[config.mk]
export PLATFORM = sky130hd
export DESIGN_NAME = huffman_feed_ctrl_flat
export DESIGN_NICKNAME = d
export VERILOG_FILES = /design/src/rtl/huffman_feed_ctrl_if.sv /design/src/rtl/huffman_feed_ctrl.sv /design/src/flat_wrapper.sv
export SDC_FILE = /design/constraint.sdc
export NUM_CORES = 1
export LEC_CHECK = 0
export CORE_AREA = 2 2 129 131
export CTS_CLUSTER_DIAMETER = 100
export CTS_CLUSTER_SIZE = 16
export DETAILED_ROUTE_END_ITERATION = 6
export DIE_AREA = 0 0 131 133
export HOLD_SLACK_MARGIN = 0.1
export PLACE_DENSITY = 0.65
export SYNTH_ARGS = -nofsm -noshare
export SYNTH_HDL_FRONTEND = slang
export SYNTH_SLANG_ARGS = --single-unit
[constraint.sdc]
create_clock -name clk -period 8.8 [get_ports clk]
set_input_delay 1.32 -clock clk [delete_from_list [all_inputs] [get_ports clk]]
set_output_delay 1.32 -clock clk [all_outputs]
set_load 0.01 [all_outputs]
[src/rtl/huffman_feed_ctrl_if.sv]
// Word, decoder-bit, decoder-symbol and symbol-output handshakes of huffman_feed_ctrl.
// master: the controller; slave: the surrounding upstream/decoder/consumer side.
interface huffman_feed_ctrl_if #(
    parameter int unsigned WORD_W = 32
);
    logic [WORD_W-1:0] word_in;
    logic              word_valid;
    logic              word_ready;
    logic              dec_bit;
    logic              dec_bit_valid;
    logic [3:0]        dec_out;
    logic              dec_out_ready;
    logic [3:0]        sym_out;
    logic              sym_valid;
    logic              sym_ready;

    modport master (
        input  word_in, word_valid, dec_out, dec_out_ready, sym_ready,
        output word_ready, dec_bit, dec_bit_valid, sym_out, sym_valid
    );

    modport slave (
        output word_in, word_valid, dec_out, dec_out_ready, sym_ready,
        input  word_ready, dec_bit, dec_bit_valid, sym_out, sym_valid
    );
endinterface

[src/rtl/huffman_feed_ctrl.sv]
// Frame sequencer: serializes code words into the Huffman decoder and buffers its symbols.
// Define HUFF_FEED_STATS_EN to add the stat_bits / stat_stall frame counters.
module huffman_feed_ctrl #(
    parameter int unsigned WORD_W     = 32,
    parameter int unsigned FIFO_DEPTH = 8,
    parameter int unsigned DEC_LAT    = 2
) (
    input  logic        clk,
    input  logic        rst,
    input  logic        start,
    input  logic [15:0] cfg_sym_count,
    output logic        busy,
    output logic        done,
    output logic        ovf_err,
`ifdef HUFF_FEED_STATS_EN
    output logic [31:0] stat_bits,
    output logic [31:0] stat_stall,
`endif
    huffman_feed_ctrl_if.master bus
);
    localparam int unsigned BIT_W    = $clog2(WORD_W + 1);
    localparam int unsigned PTR_W    = $clog2(FIFO_DEPTH);
    localparam int unsigned CNT_W    = $clog2(FIFO_DEPTH + 1);
    localparam int unsigned DRN_W    = $clog2(DEC_LAT + 2);
    localparam int unsigned STALL_AT = FIFO_DEPTH - DEC_LAT - 1;

    typedef enum logic [2:0] {S_IDLE, S_LOAD, S_SHIFT, S_DRAIN, S_DONE} state_t;

    state_t             state;
    logic [15:0]        sym_left;
    logic [BIT_W-1:0]   bit_left;
    logic [WORD_W-1:0]  shreg;
    logic [DRN_W-1:0]   drain_cnt;
    logic [3:0]         mem [FIFO_DEPTH];
    logic [PTR_W-1:0]   rd_ptr;
    logic [PTR_W-1:0]   wr_ptr;
    logic [CNT_W-1:0]   fifo_cnt;

    logic               capture;
    logic               fifo_full;
    logic               pop;
    logic               push;
    logic               last_sym;
    logic               stall;
    logic               head_from_in;
    logic [PTR_W-1:0]   rd_nxt;
    logic [CNT_W-1:0]   cnt_nxt;

    // Capture/push/pop strobes; a pop frees the slot for a same-cycle push even when full.
    always_comb begin
        capture      = (state != S_IDLE) && bus.dec_out_ready && (sym_left != 16'd0);
        fifo_full    = (fifo_cnt == CNT_W'(FIFO_DEPTH));
        pop          = bus.sym_valid && bus.sym_ready;
        push         = capture && (!fifo_full || pop);
        last_sym     = capture && (sym_left == 16'd1);
        stall        = (fifo_cnt >= CNT_W'(STALL_AT));
        head_from_in = push && (fifo_cnt == CNT_W'(pop));
        rd_nxt       = rd_ptr + PTR_W'(pop);
        cnt_nxt      = fifo_cnt + CNT_W'(push) - CNT_W'(pop);
    end

    always_ff @(posedge clk) begin
        if (push) mem[wr_ptr] <= bus.dec_out;
    end

    // Registered FIFO head; a push into an (effectively) empty FIFO bypasses the array.
    always_ff @(posedge clk or negedge rst) begin
        if (!rst) begin
            rd_ptr        <= '0;
            wr_ptr        <= '0;
            fifo_cnt      <= '0;
            bus.sym_valid <= 1'b0;
            bus.sym_out   <= 4'd0;
        end else begin
            if (push) wr_ptr <= wr_ptr + PTR_W'(1);
            rd_ptr        <= rd_nxt;
            fifo_cnt      <= cnt_nxt;
            bus.sym_valid <= (cnt_nxt != '0);
            if (head_from_in)        bus.sym_out <= bus.dec_out;
            else if (cnt_nxt != '0)  bus.sym_out <= mem[rd_nxt];
        end
    end

    // Frame FSM; the last counted symbol ends the frame and discards unshifted bits.
    always_ff @(posedge clk or negedge rst) begin
        if (!rst) begin
            state             <= S_IDLE;
            sym_left          <= 16'd0;
            bit_left          <= '0;
            shreg             <= '0;
            drain_cnt         <= '0;
            busy              <= 1'b0;
            done              <= 1'b0;
            ovf_err           <= 1'b0;
            bus.word_ready    <= 1'b0;
            bus.dec_bit       <= 1'b0;
            bus.dec_bit_valid <= 1'b0;
`ifdef HUFF_FEED_STATS_EN
            stat_bits         <= 32'd0;
            stat_stall        <= 32'd0;
`endif
        end else begin
            done              <= 1'b0;
            bus.dec_bit_valid <= 1'b0;
            if (capture) sym_left <= sym_left - 16'd1;
            if (capture && fifo_full && !pop) ovf_err <= 1'b1;

            case (state)
                S_IDLE: begin
                    if (start) begin
                        sym_left <= cfg_sym_count;
                        ovf_err  <= 1'b0;
                        busy     <= 1'b1;
`ifdef HUFF_FEED_STATS_EN
                        stat_bits  <= 32'd0;
                        stat_stall <= 32'd0;
`endif
                        if (cfg_sym_count == 16'd0) begin
                            state <= S_DONE;
                        end else begin
                            state          <= S_LOAD;
                            bus.word_ready <= 1'b1;
                        end
                    end
                end
                S_LOAD: begin
                    if (last_sym) begin
                        state          <= S_DRAIN;
                        bus.word_ready <= 1'b0;
                        drain_cnt      <= DRN_W'(DEC_LAT);
                    end else if (bus.word_valid && bus.word_ready) begin
                        shreg          <= bus.word_in;
                        bit_left       <= BIT_W'(WORD_W);
                        bus.word_ready <= 1'b0;
                        state          <= S_SHIFT;
                    end
                end
                S_SHIFT: begin
                    if (last_sym) begin
                        state     <= S_DRAIN;
                        drain_cnt <= DRN_W'(DEC_LAT);
                    end else if (stall) begin
`ifdef HUFF_FEED_STATS_EN
                        if (stat_stall != 32'hFFFF_FFFF) stat_stall <= stat_stall + 32'd1;
`endif
                    end else begin
                        bus.dec_bit       <= shreg[WORD_W-1];
                        bus.dec_bit_valid <= 1'b1;
                        shreg             <= {shreg[WORD_W-2:0], 1'b0};
                        bit_left          <= bit_left - BIT_W'(1);
`ifdef HUFF_FEED_STATS_EN
                        if (stat_bits != 32'hFFFF_FFFF) stat_bits <= stat_bits + 32'd1;
`endif
                        if (bit_left == BIT_W'(1)) begin
                            state          <= S_LOAD;
                            bus.word_ready <= 1'b1;
                        end
                    end
                end
                S_DRAIN: begin
                    if (drain_cnt != '0)         drain_cnt <= drain_cnt - DRN_W'(1);
                    else if (fifo_cnt == '0)     state     <= S_DONE;
                end
                S_DONE: begin
                    state <= S_IDLE;
                    done  <= 1'b1;
                    busy  <= 1'b0;
                end
                default: state <= S_IDLE;
            endcase
        end
    end
endmodule
[src/flat_wrapper.sv]
// flat-port wrapper written by rule: the top's interface ports become plain ports
module huffman_feed_ctrl_flat 
#(
    parameter int unsigned WORD_W     = 32,
    parameter int unsigned FIFO_DEPTH = 8,
    parameter int unsigned DEC_LAT    = 2
)
  (clk, rst, start, cfg_sym_count, busy, done, ovf_err, bus_word_in, bus_word_valid, bus_dec_out, bus_dec_out_ready, bus_sym_ready, bus_word_ready, bus_dec_bit, bus_dec_bit_valid, bus_sym_out, bus_sym_valid);
  huffman_feed_ctrl_if #(.WORD_W(WORD_W)) bus_i ();
  input  logic clk;
  input  logic rst;
  input  logic start;
  input  logic [15:0] cfg_sym_count;
  output logic busy;
  output logic done;
  output logic ovf_err;
  input wire logic [$bits(bus_i.word_in)-1:0] bus_word_in;
  input wire logic [$bits(bus_i.word_valid)-1:0] bus_word_valid;
  input wire logic [$bits(bus_i.dec_out)-1:0] bus_dec_out;
  input wire logic [$bits(bus_i.dec_out_ready)-1:0] bus_dec_out_ready;
  input wire logic [$bits(bus_i.sym_ready)-1:0] bus_sym_ready;
  output wire logic [$bits(bus_i.word_ready)-1:0] bus_word_ready;
  output wire logic [$bits(bus_i.dec_bit)-1:0] bus_dec_bit;
  output wire logic [$bits(bus_i.dec_bit_valid)-1:0] bus_dec_bit_valid;
  output wire logic [$bits(bus_i.sym_out)-1:0] bus_sym_out;
  output wire logic [$bits(bus_i.sym_valid)-1:0] bus_sym_valid;
  assign bus_i.word_in = bus_word_in;
  assign bus_i.word_valid = bus_word_valid;
  assign bus_i.dec_out = bus_dec_out;
  assign bus_i.dec_out_ready = bus_dec_out_ready;
  assign bus_i.sym_ready = bus_sym_ready;
  assign bus_word_ready = bus_i.word_ready;
  assign bus_dec_bit = bus_i.dec_bit;
  assign bus_dec_bit_valid = bus_i.dec_bit_valid;
  assign bus_sym_out = bus_i.sym_out;
  assign bus_sym_valid = bus_i.sym_valid;
  huffman_feed_ctrl #(.WORD_W(WORD_W), .FIFO_DEPTH(FIFO_DEPTH), .DEC_LAT(DEC_LAT)) u_core (.clk(clk), .rst(rst), .start(start), .cfg_sym_count(cfg_sym_count), .busy(busy), .done(done), .ovf_err(ovf_err), .bus(bus_i));
endmodule
---- Yosys cells after proc, flatten, opt, wreduce, memory -nomap -nowiden ----
Memory sizes are Yosys's and may differ from the RTL's.
Cells that the tools add are included.
operators by class
  add/subtract/negate cells ............... 7
  multipliers ............................. 0
  div/mod/pow operators ................... 0
  magnitude comparators ................... 1
  equal/unequal tests ..................... 22
  shift operators ......................... 0
  multiplexer cells ....................... 47
  bitwise logic cells ..................... 2
  reduce and logical (&&, ||, !) cells .... 31
operator list
  cell                                                                     count
  32-bit 2-to-1 mux                                                        4
  32-bit one-hot mux with 2 select lines                                   1
  16-bit 2-to-1 mux                                                        3
  3-bit 2-to-1 mux                                                         9
  6-bit 2-to-1 mux                                                         4
  1-bit 2-to-1 mux                                                         17
  16-bit by 1-bit == test with 1-bit output, second input constant         1
  16-bit zero test                                                         1
  16-bit nonzero test                                                      1
  16-bit by 1-bit subtractor with 16-bit output, second input constant     1
  2-bit inequality test, second input constant                             6
  3-bit one-hot mux with 4 select lines                                    1
  6-bit one-hot mux with 2 select lines                                    1
  2-bit by 1-bit inequality test with 1-bit output, second input constant  5
  2-bit nonzero test                                                       5
  1-bit logical AND                                                        9
  4-bit 2-to-1 mux                                                         2
  7-bit AND reduction                                                      1
  3-bit by 2-bit == test with 1-bit output, second input constant          2
  6-bit by 1-bit == test with 1-bit output, second input constant          1
  3-bit by 1-bit inequality test with 1-bit output, second input constant  2
  3-bit AND reduction                                                      2
  6-bit AND reduction                                                      1
  3-bit nonzero test                                                       2
  25 further kinds                                                         28
storage, ports and cells
  register bits after elaboration ......... 80
  bits in latches ......................... 0
  RAM bits ................................ 32
  bits in read-only memories .............. 0
  input bits .............................. 58
  word-level logic and storage cells ...... 127
  memories kept ........................... 1
memories
  memory      words  width  rd ports  clocked after Yosys merged registers in  write ports  line                     RTL
  u_core.mem  8      4      1         0                                        1            huffman_feed_ctrl.sv:34  logic [3:0] mem [FIFO_DEPTH];

---- Depth between registers and ports, before layout ----
  depth in word-level cells ............... 9
  depth in mapped cells ................... 12
  depth with buffers taken out ............ 12

---- Worst setup path before layout ----
Ideal clock, no wire load.
  kind .................................... input port to flip-flop
  from .................................... input port bus_sym_ready
  to ...................................... register u_core.bus.sym_out[0]
  setup time .............................. 0.125 ns
  arrival ................................. 3.901 ns
  setup slack ............................. 4.774 ns
  stages .................................. 10
  path buffers ............................ 0
  path through ............................ and2_1 and3b_1 a311o_2 inv_1 ha_1 fa_1 nor4b_1 mux2_2 mux2_2 mux2_2
between the ends
  word-level cells in the longest chain between the ends .. 7
  elaborated cells on any way between the ends .. 13
  classes of those cells .................. add/sub: 3; eq/ne: 1; mux: 2; reduce/logical: 6; memory: 1
RTL lines
  item                                         line                        RTL
  start: declaration                           flat_wrapper.sv:21          input wire logic [$bits(bus_i.sym_ready)-1:0] bus_sym_ready;
  1-bit logical AND                            huffman_feed_ctrl.sv:53     pop = bus.sym_valid && bus.sym_ready;
  1-bit logical OR                             huffman_feed_ctrl.sv:54     push = capture && (!fifo_full || pop);
  1-bit logical AND                            huffman_feed_ctrl.sv:54
  named net u_core.push                        huffman_feed_ctrl.sv:42     logic push;
  4-bit by 1-bit adder with 4-bit output       huffman_feed_ctrl.sv:59     cnt_nxt = fifo_cnt + CNT_W'(push) - CNT_W'(pop);
  4-bit by 1-bit subtractor with 4-bit output  huffman_feed_ctrl.sv:59
  named net u_core.cnt_nxt[1]                  huffman_feed_ctrl.sv:47     logic [CNT_W-1:0] cnt_nxt;
  4-bit nonzero test                           huffman_feed_ctrl.sv:80     else if (cnt_nxt != '0) bus.sym_out <= mem[rd_nxt];
  2-bit nonzero test (no line)                 n/a
  end signal: assignment                       huffman_feed_ctrl.sv:79     if (head_from_in) bus.sym_out <= bus.dec_out;
  end signal: assignment                       huffman_feed_ctrl.sv:80
  end: declaration                             huffman_feed_ctrl_if.sv:19  output word_ready, dec_bit, dec_bit_valid, sym_out, sym_valid
The timed path passes the listed nets, and every way through them passes these cells. The select of a mux whose other input is x is not followed.
A chain may end at the register's enable or synchronous reset.

---- Worst setup path after layout ----
  from .................................... input port bus_sym_ready
  to ...................................... register u_core.bus.sym_out[1]
Same word-level chain as after synthesis.

==> impl_results.md <==
* CP max stage delay at 0.48 ns
* Max IR drop VDD at 0.000113 V
* Fin. Hold Viols at 0
* Std cell rows at 47
* Clk pin slew, worst setup/hold paths at 0.08 ns
* Bufs on Longest Clock Path at 2
* Die ar. at 17400 um^2
* Number of synthesized register bits at 112
* Pint at 1370 uW
* PostCTS Resize Cnt at 0
* Fin crit share at 50.2%
* First-pass GRT wire length at 19100 um
* DR vias/cell at 4.96
* DRT Pass-1 Iters at 5
* Status: finished clean
* Psw at 840 uW
* Synth warnings at 0
* Worst slew pin tran at 1.05 ns
* CTS Root Cell: clkbuf_16
* Slowest cell on crit path: fa_1
* Nets at 608
* Vias in the first global route at 3998
* Layout cells sized above 1 at 11.1%
* Setup CP Type: in2reg
* HP Class: reg2reg
* Initial antenna violation count at 0
* Syn Inst Count at 475
* Die width at 131 um
* HPWL reported at the end of detailed placement at 8180 um
* Ant diodes at 0
* Clock power frac at 19.2%
* Fmax at 226 MHz
* Max-slew violations at 0
* Drt total wl at 11400 um
* Synthesized cell area at 5520 um^2
* Fill cells at 1528
* Vias at 3761
* Most frequent cells in the layout: dfrtp_1 (80), clkdlybuf4s50_1 (67), nand2_1 (64)
* TritonCTS clock tree: built
* Post-CTS Hold Buffers at 0
* # setup viols final at 0
* Num Clock Sinks at 112
* Port Buf Inserts at 68
* Post-synth ARST share at 71.4%
* CTS H-tree lvls at 3
* Top cell by count, worst path: mux2_2
* Area growth, synth to finish at 21.8%
* Most common cell after layout, fill and taps aside: dfrtp_1
* Place WS at 3.97 ns
* Gp weighted congestion at 0.807
* Initial Util at 34.1%
* Sw frac at 37.9%
* Number of synthesized flops with an enable pin at 32
* Post-synth top area share at 36.3%
* Req. time, crit path at 9.05 ns
* Routed wire length per instance at 15.0 um
* Core footprint at 16200 um^2
* Largest net degree at the start of global routing at 81
* Number of remaining DRC errors at 0
* Final Critical Period at 4.42 ns
* Pleak at 0.00260 uW
* CP max FO at 7
* Max transition margin at 30.2%
* Post-synthesis sequential area ratio at 53.7%
* Cell taking the most area after synthesis: dfrtp_1
* ANT nets after route at 0
* Yosys cell types at 60
* Post-synthesis area per instance at 11.6 um^2
* CP Launch Type: input pin
* IO Pins at 69
* Setup_tns at 0 ns
* Worst EP arrival at 4.67 ns
* RSZ-0062 raised after global routing: no
* Ys flop type: dfrtp_1
* Setup ws final at 4.38 ns
* Clk_skew at 0.00721 ns
* Cell Chain, Critical Path: clkdlybuf4s50_1 -> and2_1 -> and3b_1 -> a311o_2 -> inv_1 -> ha_1 -> fa_1 -> nor4b_1 -> mux2_2 -> mux2_2 -> mux2_2
* Die Ht at 133 um
* Clk Latency, worst-skew pair at 0.36 ns
* Top cells by area, synth: dfrtp_1 (36%), edfxtp_1 (17%), mux2i_1 (5.8%)
* Setup Buffers After CTS at 0
* CTS Buf Count at 9
* Global-route usage over all layers at 13.9%
* Mapped Nets at 549
* Max Cap Violations at 0
* Iter 0 DRT Violations at 167
* Logic pwr share at 40.3%
* Total gr overflow at 0
* Sequential Power Share at 40.4%
* Critical path endpoint category: flip-flop
* Power per cell area at 329 nW/um^2
area by class of cell:
cell class / instances / area (um^2) / share of cell area, %
Timing Repair Buffer: 70 / 693 / 10.3
Tap cell: 220 / 275 / 4.10
Clock inverter: 7 / 87.6 / 1.30
Clock buffer: 9 / 225 / 3.35
Multi-Input combinational cell: 323 / 2410 / 35.8
Sequential cell: 112 / 2960 / 44.1
Inverter: 18 / 67.6 / 1.01
per-layer routing:
layer  up-vias  track usage [%]  part of all wire [%]
li1       1846                -                     -
met5         -                0                     0
met3        15             2.67                   3.0
met4         0             5.02                   1.7
met1      1850             17.1                    43
met2        50             24.2                    53
cells in the mapped netlist, types with 4 or more instances:
master and count:
nand2_1 64, xnor2_1 4, buf_2 9, o21ai_0 53
inv_1 18, nand3_1 8, or4_1 4, mux2_2 17
a21oi_1 7, xor2_1 16, nor4_1 7, mux4_2 8
edfxtp_1 32, mux2i_1 32, nor2_1 12, nor3_1 10
clkbuf_1 13, ha_1 15, dfrtp_1 80
metrics by stage:
| stage | util, % | cells | instance area, um^2 | power [uW] | hold slack, ns |
|---|---|---|---|---|---|
| global route | 41.6 | 759 | 6720 | 2390 | 0.518 |
| finish | 41.6 | 759 | 6720 | 2210 | 0.477 |
| floorplan | - | 475 | 5520 | 1550 | 0.446 |
| detailed placement | 39.6 | 743 | 6410 | 1810 | 0.467 |
| global placement | 39.6 | 743 | 6410 | 1750 | 0.462 |
| CTS | 41.6 | 759 | 6720 | 2240 | 0.485 |
path summary, 6_finish.rpt:
kind / startpoint / to / slack, ns / cells past startpoint
hold reg to reg: u_core.shreg[31] / u_core.shreg[31] / 0.48 / 2
hold / removal: u_core.shreg[31] / u_core.shreg[31] / 0.48 / 2
setup / recovery: bus_sym_ready / u_core.bus.sym_out[1] / 4.38 / 11
max in group asynchronous: rst / u_core.bus.dec_bit_valid / 6.98 / 1
min in group asynchronous: rst / u_core.shreg[26] / 1.12 / 1
setup reg to reg: u_core.state[0] / u_core.bus.sym_out[1] / 5.07 / 10
state kept, by name, summed over array words and instances, names as in the netlist:
| name | count |
|---|---|
| u_core.mem | 32 |
| u_core.shreg | 32 |
| u_core.sym_left | 16 |
| u_core.bit_left | 6 |
| u_core.bus.sym_out | 4 |
| u_core.fifo_cnt | 4 |
| u_core.rd_ptr | 3 |
| u_core.state | 3 |
| u_core.wr_ptr | 3 |
| u_core.drain_cnt | 2 |
| u_core.bus.dec_bit | 1 |
| u_core.bus.dec_bit_valid | 1 |
| u_core.bus.sym_valid | 1 |
| u_core.bus.word_ready | 1 |
| u_core.busy | 1 |
| u_core.done | 1 |
| u_core.ovf_err | 1 |
cells by family (layout without fill, tap and decap cells):
kind of cell    Yosys count  after routing  synth area share [%]
compound gates           87             87                  9.43
simple gates            142            142                  14.3
buf+inv                  40            104                  2.92
flops                   112            112                  53.7
fa+ha+maj                16             16                  3.76
mux                      58             58                  12.7
xor+xnor                 20             20                  3.17
power by group through the flow:
stage	sequential, uW	combinational, uW	clock (uW)
6_report	895	893	426
5_1_grt	924	1010	457
4_1_cts	896	907	435
3_5_place_dp	906	899	0
3_3_place_gp	896	855	0
2_1_floorplan	851	703	0
critical path: cells and delay by family:
family | cells | cell delay, ns
AOI/OAI and AO/OA | 1 | 0.45
adders and majority gates | 2 | 0.70
buffers and inverters | 2 | 0.61
muxes | 3 | 0.90
and+or+nand+nor | 3 | 0.70
(Power assumes the default switching activity.)
